### config.mk
export PLATFORM = sky130hd
export DESIGN_NAME = transform_mb_scheduler
export DESIGN_NICKNAME = d
export VERILOG_FILES = /design/src/rtl/transform_mb_scheduler_pkg.sv /design/src/rtl/transform_mb_seq_decode.sv /design/src/rtl/transform_mb_scheduler.sv
export SDC_FILE = /design/constraint.sdc
export NUM_CORES = 1
export LEC_CHECK = 0
export ABC_AREA = 1
export CORE_MARGIN = 2
export CORE_UTILIZATION = 35
export CTS_CLUSTER_SIZE = 14
export DETAILED_ROUTE_END_ITERATION = 10
export SYNTH_ARGS = -nofsm -noshare
export SYNTH_HDL_FRONTEND = slang
export SYNTH_SLANG_ARGS = --single-unit
### constraint.sdc
create_clock -name clk -period 3.08 [get_ports clk]
set_clock_uncertainty 0.2 [all_clocks]
set_input_delay 0.616 -clock clk [delete_from_list [all_inputs] [get_ports clk]]
set_output_delay 0.616 -clock clk [all_outputs]
set_load 0.005 [all_outputs]
### src/rtl/transform_mb_scheduler_pkg.sv
// Shared definitions for the macroblock transform scheduler: residual class codes,
// item indices of the per-MB walk, watchdog limit and FSM state encoding.
package transform_mb_scheduler_pkg;

  localparam logic [3:0] RS_IDLE   = 4'd0;
  localparam logic [3:0] RS_I16DC  = 4'd1;
  localparam logic [3:0] RS_I16AC  = 4'd2;
  localparam logic [3:0] RS_LUMA   = 4'd3;
  localparam logic [3:0] RS_CDC_CB = 4'd4;
  localparam logic [3:0] RS_CDC_CR = 4'd5;
  localparam logic [3:0] RS_CAC_CB = 4'd6;
  localparam logic [3:0] RS_CAC_CR = 4'd7;

  localparam logic [4:0] ITEM_I16DC   = 5'd0;
  localparam logic [4:0] ITEM_LUMA0   = 5'd1;
  localparam logic [4:0] ITEM_LUMA15  = 5'd16;
  localparam logic [4:0] ITEM_CDC_CB  = 5'd17;
  localparam logic [4:0] ITEM_CDC_CR  = 5'd18;
  localparam logic [4:0] ITEM_CAC_CR0 = 5'd23;
  localparam logic [4:0] ITEM_LAST    = 5'd26;

  // Last watchdog value seen in WAIT_T before a timeout is declared (63rd cycle).
  localparam logic [5:0] WD_LIMIT = 6'd62;

  typedef enum logic [2:0] {
    StIdle  = 3'd0,
    StSom   = 3'd1,
    StFetch = 3'd2,
    StWaitT = 3'd3,
    StEmit  = 3'd4,
    StDone  = 3'd5
  } sched_state_e;

endpackage

### src/rtl/transform_mb_seq_decode.sv
// Combinational decode of an MB item index into residual class, block indices,
// skip decision and DC flag.
module transform_mb_seq_decode
  import transform_mb_scheduler_pkg::*;
(
  input  logic [4:0] i_item,
  input  logic       i_i16,
  input  logic [3:0] i_cbp_luma,
  input  logic [1:0] i_cbp_chroma,
  output logic [3:0] o_residual_state,
  output logic [3:0] o_luma_idx,
  output logic [1:0] o_chroma_idx,
  output logic       o_skip,
  output logic       o_is_dc
);

  logic [3:0] w_luma_off;
  logic [1:0] w_cac_off;
  logic       w_chroma_none;

  // Item 16 wraps to 15 and items 23..26 alias 19..22 in the low bits.
  assign w_luma_off    = i_item[3:0] - 4'd1;
  assign w_cac_off     = i_item[1:0] - 2'd3;
  assign w_chroma_none = (i_cbp_chroma == 2'd0);

  always_comb begin
    o_residual_state = RS_IDLE;
    o_luma_idx       = 4'd0;
    o_chroma_idx     = 2'd0;
    o_skip           = 1'b0;
    o_is_dc          = 1'b0;
    if (i_item == ITEM_I16DC) begin
      o_residual_state = RS_I16DC;
      o_skip           = ~i_i16;
      o_is_dc          = 1'b1;
    end else if (i_item <= ITEM_LUMA15) begin
      o_residual_state = i_i16 ? RS_I16AC : RS_LUMA;
      o_luma_idx       = w_luma_off;
      o_skip           = ~i_i16 & ~i_cbp_luma[w_luma_off[3:2]];
    end else if (i_item == ITEM_CDC_CB) begin
      o_residual_state = RS_CDC_CB;
      o_skip           = w_chroma_none;
      o_is_dc          = 1'b1;
    end else if (i_item == ITEM_CDC_CR) begin
      o_residual_state = RS_CDC_CR;
      o_skip           = w_chroma_none;
      o_is_dc          = 1'b1;
    end else if (i_item <= ITEM_LAST) begin
      o_residual_state = (i_item < ITEM_CAC_CR0) ? RS_CAC_CB : RS_CAC_CR;
      o_chroma_idx     = w_cac_off;
      o_skip           = w_chroma_none;
    end
  end

endmodule

### src/rtl/transform_mb_scheduler.sv
// Walks the 27 residual items of a macroblock, handshaking coefficients, the transform
// datapath and the downstream residual stage, with a sticky transform watchdog.
module transform_mb_scheduler
  import transform_mb_scheduler_pkg::*;
(
  input  logic       clk,
  input  logic       rst,
  input  logic       ena,
  input  logic       mb_start,
  input  logic       i16,
  input  logic [3:0] cbp_luma,
  input  logic [1:0] cbp_chroma,
  input  logic       coeff_rdy,
  output logic       coeff_ack,
  output logic       tr_start,
  input  logic       tr_valid,
  output logic       start_of_MB,
  output logic [3:0] residual_state,
  output logic [3:0] luma4x4BlkIdx_residual,
  output logic [1:0] chroma4x4BlkIdx_residual,
  output logic       out_valid,
  output logic       out_zero,
  input  logic       out_ready,
  output logic       busy,
  output logic       mb_done,
  output logic       err
);

  sched_state_e r_state, w_state_nxt;
  logic [4:0]   r_item, w_item_nxt;
  logic         r_i16;
  logic [3:0]   r_cbp_luma;
  logic [1:0]   r_cbp_chroma;
  logic [5:0]   r_wd;
  logic         r_err;
  logic         r_zero, w_zero_nxt;
  logic         w_latch, w_fire, w_timeout, w_advance;
  logic [3:0]   w_rs, w_luma_idx;
  logic [1:0]   w_chroma_idx;
  logic         w_skip, w_is_dc, w_in_item;

  transform_mb_seq_decode u_decode (
    .i_item          (r_item),
    .i_i16           (r_i16),
    .i_cbp_luma      (r_cbp_luma),
    .i_cbp_chroma    (r_cbp_chroma),
    .o_residual_state(w_rs),
    .o_luma_idx      (w_luma_idx),
    .o_chroma_idx    (w_chroma_idx),
    .o_skip          (w_skip),
    .o_is_dc         (w_is_dc)
  );

  always_comb begin
    w_state_nxt = r_state;
    w_item_nxt  = r_item;
    w_zero_nxt  = r_zero;
    w_latch     = 1'b0;
    w_fire      = 1'b0;
    w_timeout   = 1'b0;
    w_advance   = 1'b0;
    case (r_state)
      StIdle: begin
        if (mb_start) begin
          w_latch     = 1'b1;
          w_state_nxt = StSom;
        end
      end
      StSom: begin
        w_state_nxt = StFetch;
        w_item_nxt  = r_i16 ? ITEM_I16DC : ITEM_LUMA0;
      end
      StFetch: begin
        if (w_skip) begin
          if (w_is_dc) begin
            w_advance = 1'b1;
          end else begin
            w_zero_nxt  = 1'b1;
            w_state_nxt = StEmit;
          end
        end else if (coeff_rdy) begin
          w_fire      = 1'b1;
          w_state_nxt = StWaitT;
        end
      end
      StWaitT: begin
        // A watchdog expiry completes the item exactly like a late tr_valid.
        if (tr_valid || (r_wd == WD_LIMIT)) begin
          w_timeout = ~tr_valid;
          if (w_is_dc) begin
            w_advance = 1'b1;
          end else begin
            w_zero_nxt  = 1'b0;
            w_state_nxt = StEmit;
          end
        end
      end
      StEmit: begin
        if (out_ready) begin
          w_advance = 1'b1;
        end
      end
      StDone: begin
        w_state_nxt = StIdle;
        w_item_nxt  = ITEM_I16DC;
      end
      default: begin
        w_state_nxt = StIdle;
      end
    endcase
    if (w_advance) begin
      if (r_item == ITEM_LAST) begin
        w_state_nxt = StDone;
      end else begin
        w_state_nxt = StFetch;
        w_item_nxt  = r_item + 5'd1;
      end
    end
  end

  always_ff @(posedge clk or posedge rst) begin
    if (rst) begin
      r_state      <= StIdle;
      r_item       <= ITEM_I16DC;
      r_i16        <= 1'b0;
      r_cbp_luma   <= 4'd0;
      r_cbp_chroma <= 2'd0;
      r_wd         <= 6'd0;
      r_err        <= 1'b0;
      r_zero       <= 1'b0;
    end else if (ena) begin
      r_state <= w_state_nxt;
      r_item  <= w_item_nxt;
      r_zero  <= w_zero_nxt;
      if (w_latch) begin
        r_i16        <= i16;
        r_cbp_luma   <= cbp_luma;
        r_cbp_chroma <= cbp_chroma;
      end
      if (w_fire) begin
        r_wd <= 6'd0;
      end else if (r_state == StWaitT) begin
        r_wd <= r_wd + 6'd1;
      end
      if (w_timeout) begin
        r_err <= 1'b1;
      end
    end
  end

  assign w_in_item = (r_state == StFetch) || (r_state == StWaitT) || (r_state == StEmit);

  assign coeff_ack                = ena & w_fire;
  assign tr_start                 = ena & w_fire;
  assign start_of_MB              = ena & (r_state == StSom);
  assign mb_done                  = ena & (r_state == StDone);
  assign out_valid                = (r_state == StEmit);
  assign out_zero                 = out_valid & r_zero;
  assign busy                     = (r_state != StIdle);
  assign err                      = r_err;
  assign residual_state           = w_in_item ? w_rs : RS_IDLE;
  assign luma4x4BlkIdx_residual   = w_in_item ? w_luma_idx : 4'd0;
  assign chroma4x4BlkIdx_residual = w_in_item ? w_chroma_idx : 2'd0;

endmodule

**Yosys cells after proc, flatten, opt, wreduce, memory -nomap -nowiden**

Index checks and enable logic that the tools add are counted.
Widths: inputs -> output; s select.

- Bits in writable memories: 0
- Flip-flop bits (word level): 23
- Output and inout bits: 18
- Input bits: 14
- Bits in read-only memories: 0
- Bits in latches: 0
- Memories kept: 0

- Magnitude comparators: 4
- Mux-type cells: 59
- Add/sub/neg operators: 4
- Bitwise logic cells: 8
- Shifts and indexed selects: 0
- $mul: 0
- Eq/ne operators: 17
- Reduce and logical (&&, ||, !) cells: 14
- Div/mod/pow operators: 0

Operators by type and width:

| operator | number |
|---|---|
| $mux 4 | 9 |
| $mux 1 | 28 |
| $mux 3 | 7 |
| $eq 5x5->1 const B | 3 |
| $pmux 3 s5 | 1 |
| $mux 2 | 6 |
| $mux 6 | 2 |
| $le 5x5->1 const B | 2 |
| $mux 5 | 2 |
| $pmux 5 s2 | 1 |
| $add 6x1->6 const B | 1 |
| $eq 3x2->1 const B | 2 |
| $eq 3x3->1 const B | 2 |
| $eq 6x6->1 const B | 1 |
| $ne 2x2->1 const B | 3 |
| $ne 3x3->1 const B | 2 |
| $reduce_and 2->1 | 3 |
| $reduce_and 6->1 | 1 |
| $add 5x1->5 const B | 1 |
| $and 1x1->1 | 5 |
| $logic_not 5->1 | 1 |
| $lt 5x5->1 const B | 1 |
| $reduce_and 5->1 | 1 |
| $ne 2x1->1 const B | 2 |
| 14 further kinds | 19 |

**Depth between registers and ports, before layout**

- Word-level depth: 11
- Depth in mapped cells: 17
- Mapped depth without buffers: 17

**Hierarchy**

A second synthesis with hierarchy kept.

- Cells, all modules: 300
- Area, all modules: 1,979.4 sq um

By module, submodules not included:

| module | cells each | instances | area an instance (sq um) | seq. area each (sq um) |
|---|---|---|---|---|
| transform_mb_scheduler | 227 | 1 | 1,622.8 | 575.6 |
| transform_mb_seq_decode | 73 | 1 | 356.6 | 0.0 |

**Least setup slack after synthesis**

No wires, ideal clock.

- Path kind: register to output
- Start: register r_item[0]
- End: output port tr_start
- Setup slack: 0.581 ns
- Cell stages (with the launch flop): 13
- Data required time: 2.264 ns
- Arrival: 1.683 ns
- Buffers on the path: 1
- Cells stage by stage: dfrtp_1 > inv_2 > ha_1 > nand2_2 > nand2_4 > inv_2 > nor2_4 > nand3_2 > nand3_2 > nand2_4 > nand4_4 > inv_1 > buf_4

- Longest elaborated chain between the ends: 10
- Elaborated cells on any way between the ends: 18
- Those cells by class: add/sub (1); order compare (2); eq/ne (2); mux (9); bitwise (3); reduce/logical (1)

Ends and longest elaborated chain:

| item | line | RTL |
|---|---|---|
| from (decl) | transform_mb_scheduler.sv:30 | `logic [4:0] r_item, w_item_nxt;` |
| from (signal assigned) | transform_mb_scheduler.sv:133 | `r_item <= w_item_nxt;` |
| $sub 4x1->4 | transform_mb_seq_decode.sv:22 | `assign w_luma_off = i_item[3:0] - 4'd1;` |
| $bmux 1 s2 | transform_mb_seq_decode.sv:39 | `o_skip = ~i_i16 & ~i_cbp_luma[w_luma_off[3:2]];` |
| $mux 1 (implied by the code) | transform_mb_seq_decode.sv:39 |  |
| $not 1->1 | transform_mb_seq_decode.sv:39 |  |
| $and 1x1->1 | transform_mb_seq_decode.sv:39 |  |
| $mux 1 | transform_mb_seq_decode.sv:36 | `end else if (i_item <= ITEM_LUMA15) begin` |
| $mux 1 (*) | transform_mb_seq_decode.sv:32 | `if (i_item == ITEM_I16DC) begin` |
| $mux 1 (*) | transform_mb_scheduler.sv:74 | `if (w_skip) begin` |
| $mux 1 (*) | transform_mb_scheduler.sv:62 | `case (r_state)` |
| $and 1x1->1 (*) | - |  |
| to (decl) | transform_mb_scheduler.sv:15 | `output logic tr_start,` |

Mark *: on every way between the ends. The rest lies on a longest branch, timed or not. The select of a mux whose other input is x is not followed.

**Worst setup path after layout**

- Start: register r_item[1]
- End: output port residual_state[1]

- Longest elaborated chain between the ends: 7
- Elaborated cells on any way between the ends: 11
- Those cells by class: order compare (2); eq/ne (2); mux (6); reduce/logical (1)

Ends and longest elaborated chain:

| item | line | RTL |
|---|---|---|
| $le 5x5->1 | transform_mb_seq_decode.sv:48 | `end else if (i_item <= ITEM_LAST) begin` |
| $mux 4 | transform_mb_seq_decode.sv:48 |  |
| $mux 4 | transform_mb_seq_decode.sv:44 | `end else if (i_item == ITEM_CDC_CR) begin` |
| $mux 4 | transform_mb_seq_decode.sv:40 | `end else if (i_item == ITEM_CDC_CB) begin` |
| $mux 4 | transform_mb_seq_decode.sv:36 |  |
| $mux 4 (*) | transform_mb_seq_decode.sv:32 |  |
| $mux 4 (*) | transform_mb_scheduler.sv:161 | `assign residual_state = w_in_item ? w_rs : RS_IDLE;` |
| to (decl) | transform_mb_scheduler.sv:18 | `output logic [3:0] residual_state,` |

Mark *: on every way between the ends. The rest lies on a longest branch, timed or not.

==> flow_metrics.py <==
metrics = {
    "floorplanning": {
        "fp-row-count": 26,
        "core_area_sq_um": 5040,
        "die_y_um": 75.7,
        "dieArea_sq_um": 5730,
        "io_pins": 32,
        "start_util": 0.357,
        "die_x_um": 75.7,
    },
    "critical_path": {
        "crit_family": "buffers and inverters",
        "slowest_delay_ns": 0.55,
        "required_ns": 2.26,
        "rr_endpoint": "r_state[1]",
        "r2r_cells": 16,
        "cp_slowest_cell": "clkdlybuf4s50_1",
        "crit_arrival_ns": 2.22,
        "end_kind": "output pin",
        "timing.rr.start": "r_item[2]",
        "timing.critical_path.fanout_max": 4,
        "worstSetupStartpointType": "register",
        "rrSetupSlack_ns": 0.81,
        "crit_buf_inv": 2,
        "path_class": "register to output pin",
        "crit_chain": "inv_2 > ha_1 > o211ai_1 > nand2_1 > o31ai_1 > clkdlybuf4s50_1",
    },
    "sta": {
        "finalMaxSlewViolations": 0,
        "rsz0062_at_grt": "true",
        "layout_min_cycle_time_ns": 3.03,
        "fin_crit_sh": 0.984,
        "fmax_mhz": 330,
        "finalSetupViolCount": 0,
        "slew_headroom": 0.593,
        "finalHoldViolations": 0,
        "timing.hold.ws_ns": 0.285,
        "worst_slew_pin_slew_ns": 0.606,
        "finalSetupTns_ns": 0,
    },
    "min_path": {
        "min_path_type": "register to register",
        "hold_start": "err",
        "holdPathStages": 2,
        "hold_path_end": "err",
    },
    "synthesis": {
        "synthArstFlopShare": 1.00,
        "synth_fp_nets": 268,
        "synthCells": 248,
        "synth_seq_cells": 23,
        "synth-main-ff-cell": "dfrtp_1",
        "avgSynthCellArea_sq_um": 7.26,
        "synthesis.area_sq_um": 1800,
        "yosysWarnings": 0,
        "synthDistinctLibCells": 35,
        "yosysSeqAreaShare": 0.320,
        "synth_edf_count": 0,
    },
    "drt": {
        "antenna_left": 0,
        "drt_first_pass_iters": 4,
        "drc": 0,
        "route.detailed.wl_per_inst_um": 12.2,
        "drt_wl_total_um": 4380,
        "drt_iter0_markers": 81,
        "viasPerCell": 4.74,
        "vias": 1698,
    },
    "global_route": {
        "grt.total_usage": 0.171,
        "grt_start_max_net_pins": 24,
        "grt_pass1_wl_um": 7500,
        "antenna_found_initial": 0,
        "grt_pass1_vias": 1664,
        "grt-ovfl-total": 0,
    },
    "cts": {
        "htree_levels": 1,
        "clock-sinks": 23,
        "cts_root_buf": "clkbuf_8",
        "tritoncts": "yes",
        "clock_latency_ns": 0.27,
        "cts_buffers": 3,
        "clk_path_buf_depth": 2,
        "clkTransAtPathRegs_ns": 0.09,
    },
    "placement": {
        "hpwlAfterDp_um": 3440,
        "port_buffers": 30,
        "place.gp.congestion": 0.844,
        "dp_cells": 351,
    },
    "cells_and_area": {
        "fill_cells": 518,
        "stdcell_count": 358,
        "syn2layout_area_growth_pct": 28.5,
        "final_layout_size_suffix_gt1_frac": 0.201,
        "post-route-util": 0.459,
        "antenna_cells": 0,
        "nets": 309,
    },
    "power": {
        "ir_worst_vdd_v": 0.000394,
        "p_leak_nw": 1.18,
        "power.density_nw_per_um2": 839,
        "finalPower_mw": 1.94,
    },
    "job": {
        "drv_cap": 0,
    },
    "run_status": {
        "status": "completed",
    },
}
-- metal layers --
metal	vias up	global-route usage	wire length [um]
met5	-	0	0
met4	0	0.0604	87
met3	10	0.0265	208
met2	40	0.296	2140
met1	766	0.215	1940
li1	882	-	-
-- metrics by stage --
stage,setup WS [ns],instance area (sq um)
5_1_grt,-0.0787,2310
6_report,0.0483,2310
3_3_place_gp,0.185,2210
3_5_place_dp,0.162,2210
4_1_cts,0.00689,2300
2_1_floorplan,0.581,1800
-- final cells by class --
class	count	area (sq um)	share of cell area
multi-input cells	187	1080	0.468
flip-flops and latches	23	577	0.249
repair buffers	41	390	0.169
inverters	33	126	0.0546
well taps	70	87.6	0.0379
clock buffers	3	41.3	0.0178
clock inverters	1	7.51	0.00324
-- layout by cell type (no fill, tap or decap), types with 2 or more instances in the layout --
cell and count:
nand3_2 4, o211ai_1 2, nand2_1 64, nor4_2 2
buf_4 11, inv_1 24, o31ai_1 3, nand3_1 27
nor2_1 22, mux2_2 6, nor2_4 3, dfrtp_1 22
xor2_1 4, nand2_2 5, o21ai_1 3, inv_2 7
ha_1 5, dlymetal6s2s_1 3, nor3_1 5, a21oi_1 8
o21ai_0 4, nor2_2 5, clkbuf_8 3, clkdlybuf4s50_1 27
nand2_4 5
-- what timing repair did --
| action | in CTS | in global routing |
|---|---|---|
| gates cloned | 0 | 0 |
| pin swaps | 1 | 4 |
| hold buffers | 0 | 0 |
| gates resized for setup | 5 | 5 |
| setup endpoints to repair | 4 | 6 |
| hold endpoints to repair | 0 | 0 |
| buffers inserted | 2 | 1 |
-- synthesized netlist by cell type, types with 2 or more instances --
library cell  number  area (sq um)
buf_2              2          10.0
buf_4              2          15.0
nor4_1             2          12.5
nor2_2             5          31.3
nor3_1             5          25.0
o21ai_0            4          20.0
inv_2              5          18.8
ha_1               6          75.1
mux2_2             6          67.6
xor2_1             4          35.0
inv_1             26          97.6
nand2_2            4          25.0
o31ai_1            3          22.5
nor2_4             3          33.8
nand3_1           27           135
nand2_4            5          56.3
a21oi_1            8          40.0
o21ai_1            3          15.0
nand2_1           65           244
o211ai_1           2          15.0
nand3_2            4          40.0
dfrtp_1           23           576
nor2_1            22          82.6
-- sequential cells by signal, summed over array words and instances, names as in the netlist --
signal        flops
err               1
r_cbp_chroma      2
r_cbp_luma        4
r_i16             1
r_item            5
r_state           3
r_wd              6
r_zero            1
-- power breakdown --
part           leakage [nW]  internal (mW)  switching, mW
registers             0.285          0.415          0.103
clock network        0.0217         0.0917          0.109
logic                 0.869          0.523          0.700
total                  1.18           1.03          0.912
-- cell families (layout without fill, tap and decap cells) --
group / after synthesis / after routing / synth area share
compound gates: 24 / 24 / 0.0813
buf+inv: 38 / 78 / 0.0903
xor+xnor: 5 / 5 / 0.0243
mux: 6 / 6 / 0.0375
other cells: 1 / 1 / 0.00208
flops: 23 / 23 / 0.320
simple gates: 145 / 145 / 0.403
fa+ha+maj: 6 / 6 / 0.0417
-- worst max path at each step --
stage / startpoint / end / slack (ns) / depth (start not counted)
final: r_item[1] / residual_state[1] / 0.05 / 6
after global routing: r_item[1] / residual_state[1] / -0.08 / 6
after CTS: r_item[0] / coeff_ack / 0.007 / 13
after detailed placement: r_item[0] / coeff_ack / 0.16 / 13
after global placement: ena / start_of_MB / 0.19 / 4
after floorplan: r_item[0] / tr_start / 0.58 / 12
-- worst min-delay path, delay by kind of cell, from the launching register on --
| kind | cells | cell delay [ns] |
|---|---|---|
| flip-flops | 1 | 0.36 |
| AO/OA/AOI/OAI | 1 | 0.05 |
| buffers and inverters | 1 | 0.04 |
Note: power is estimated with default switching activity, not from simulation.
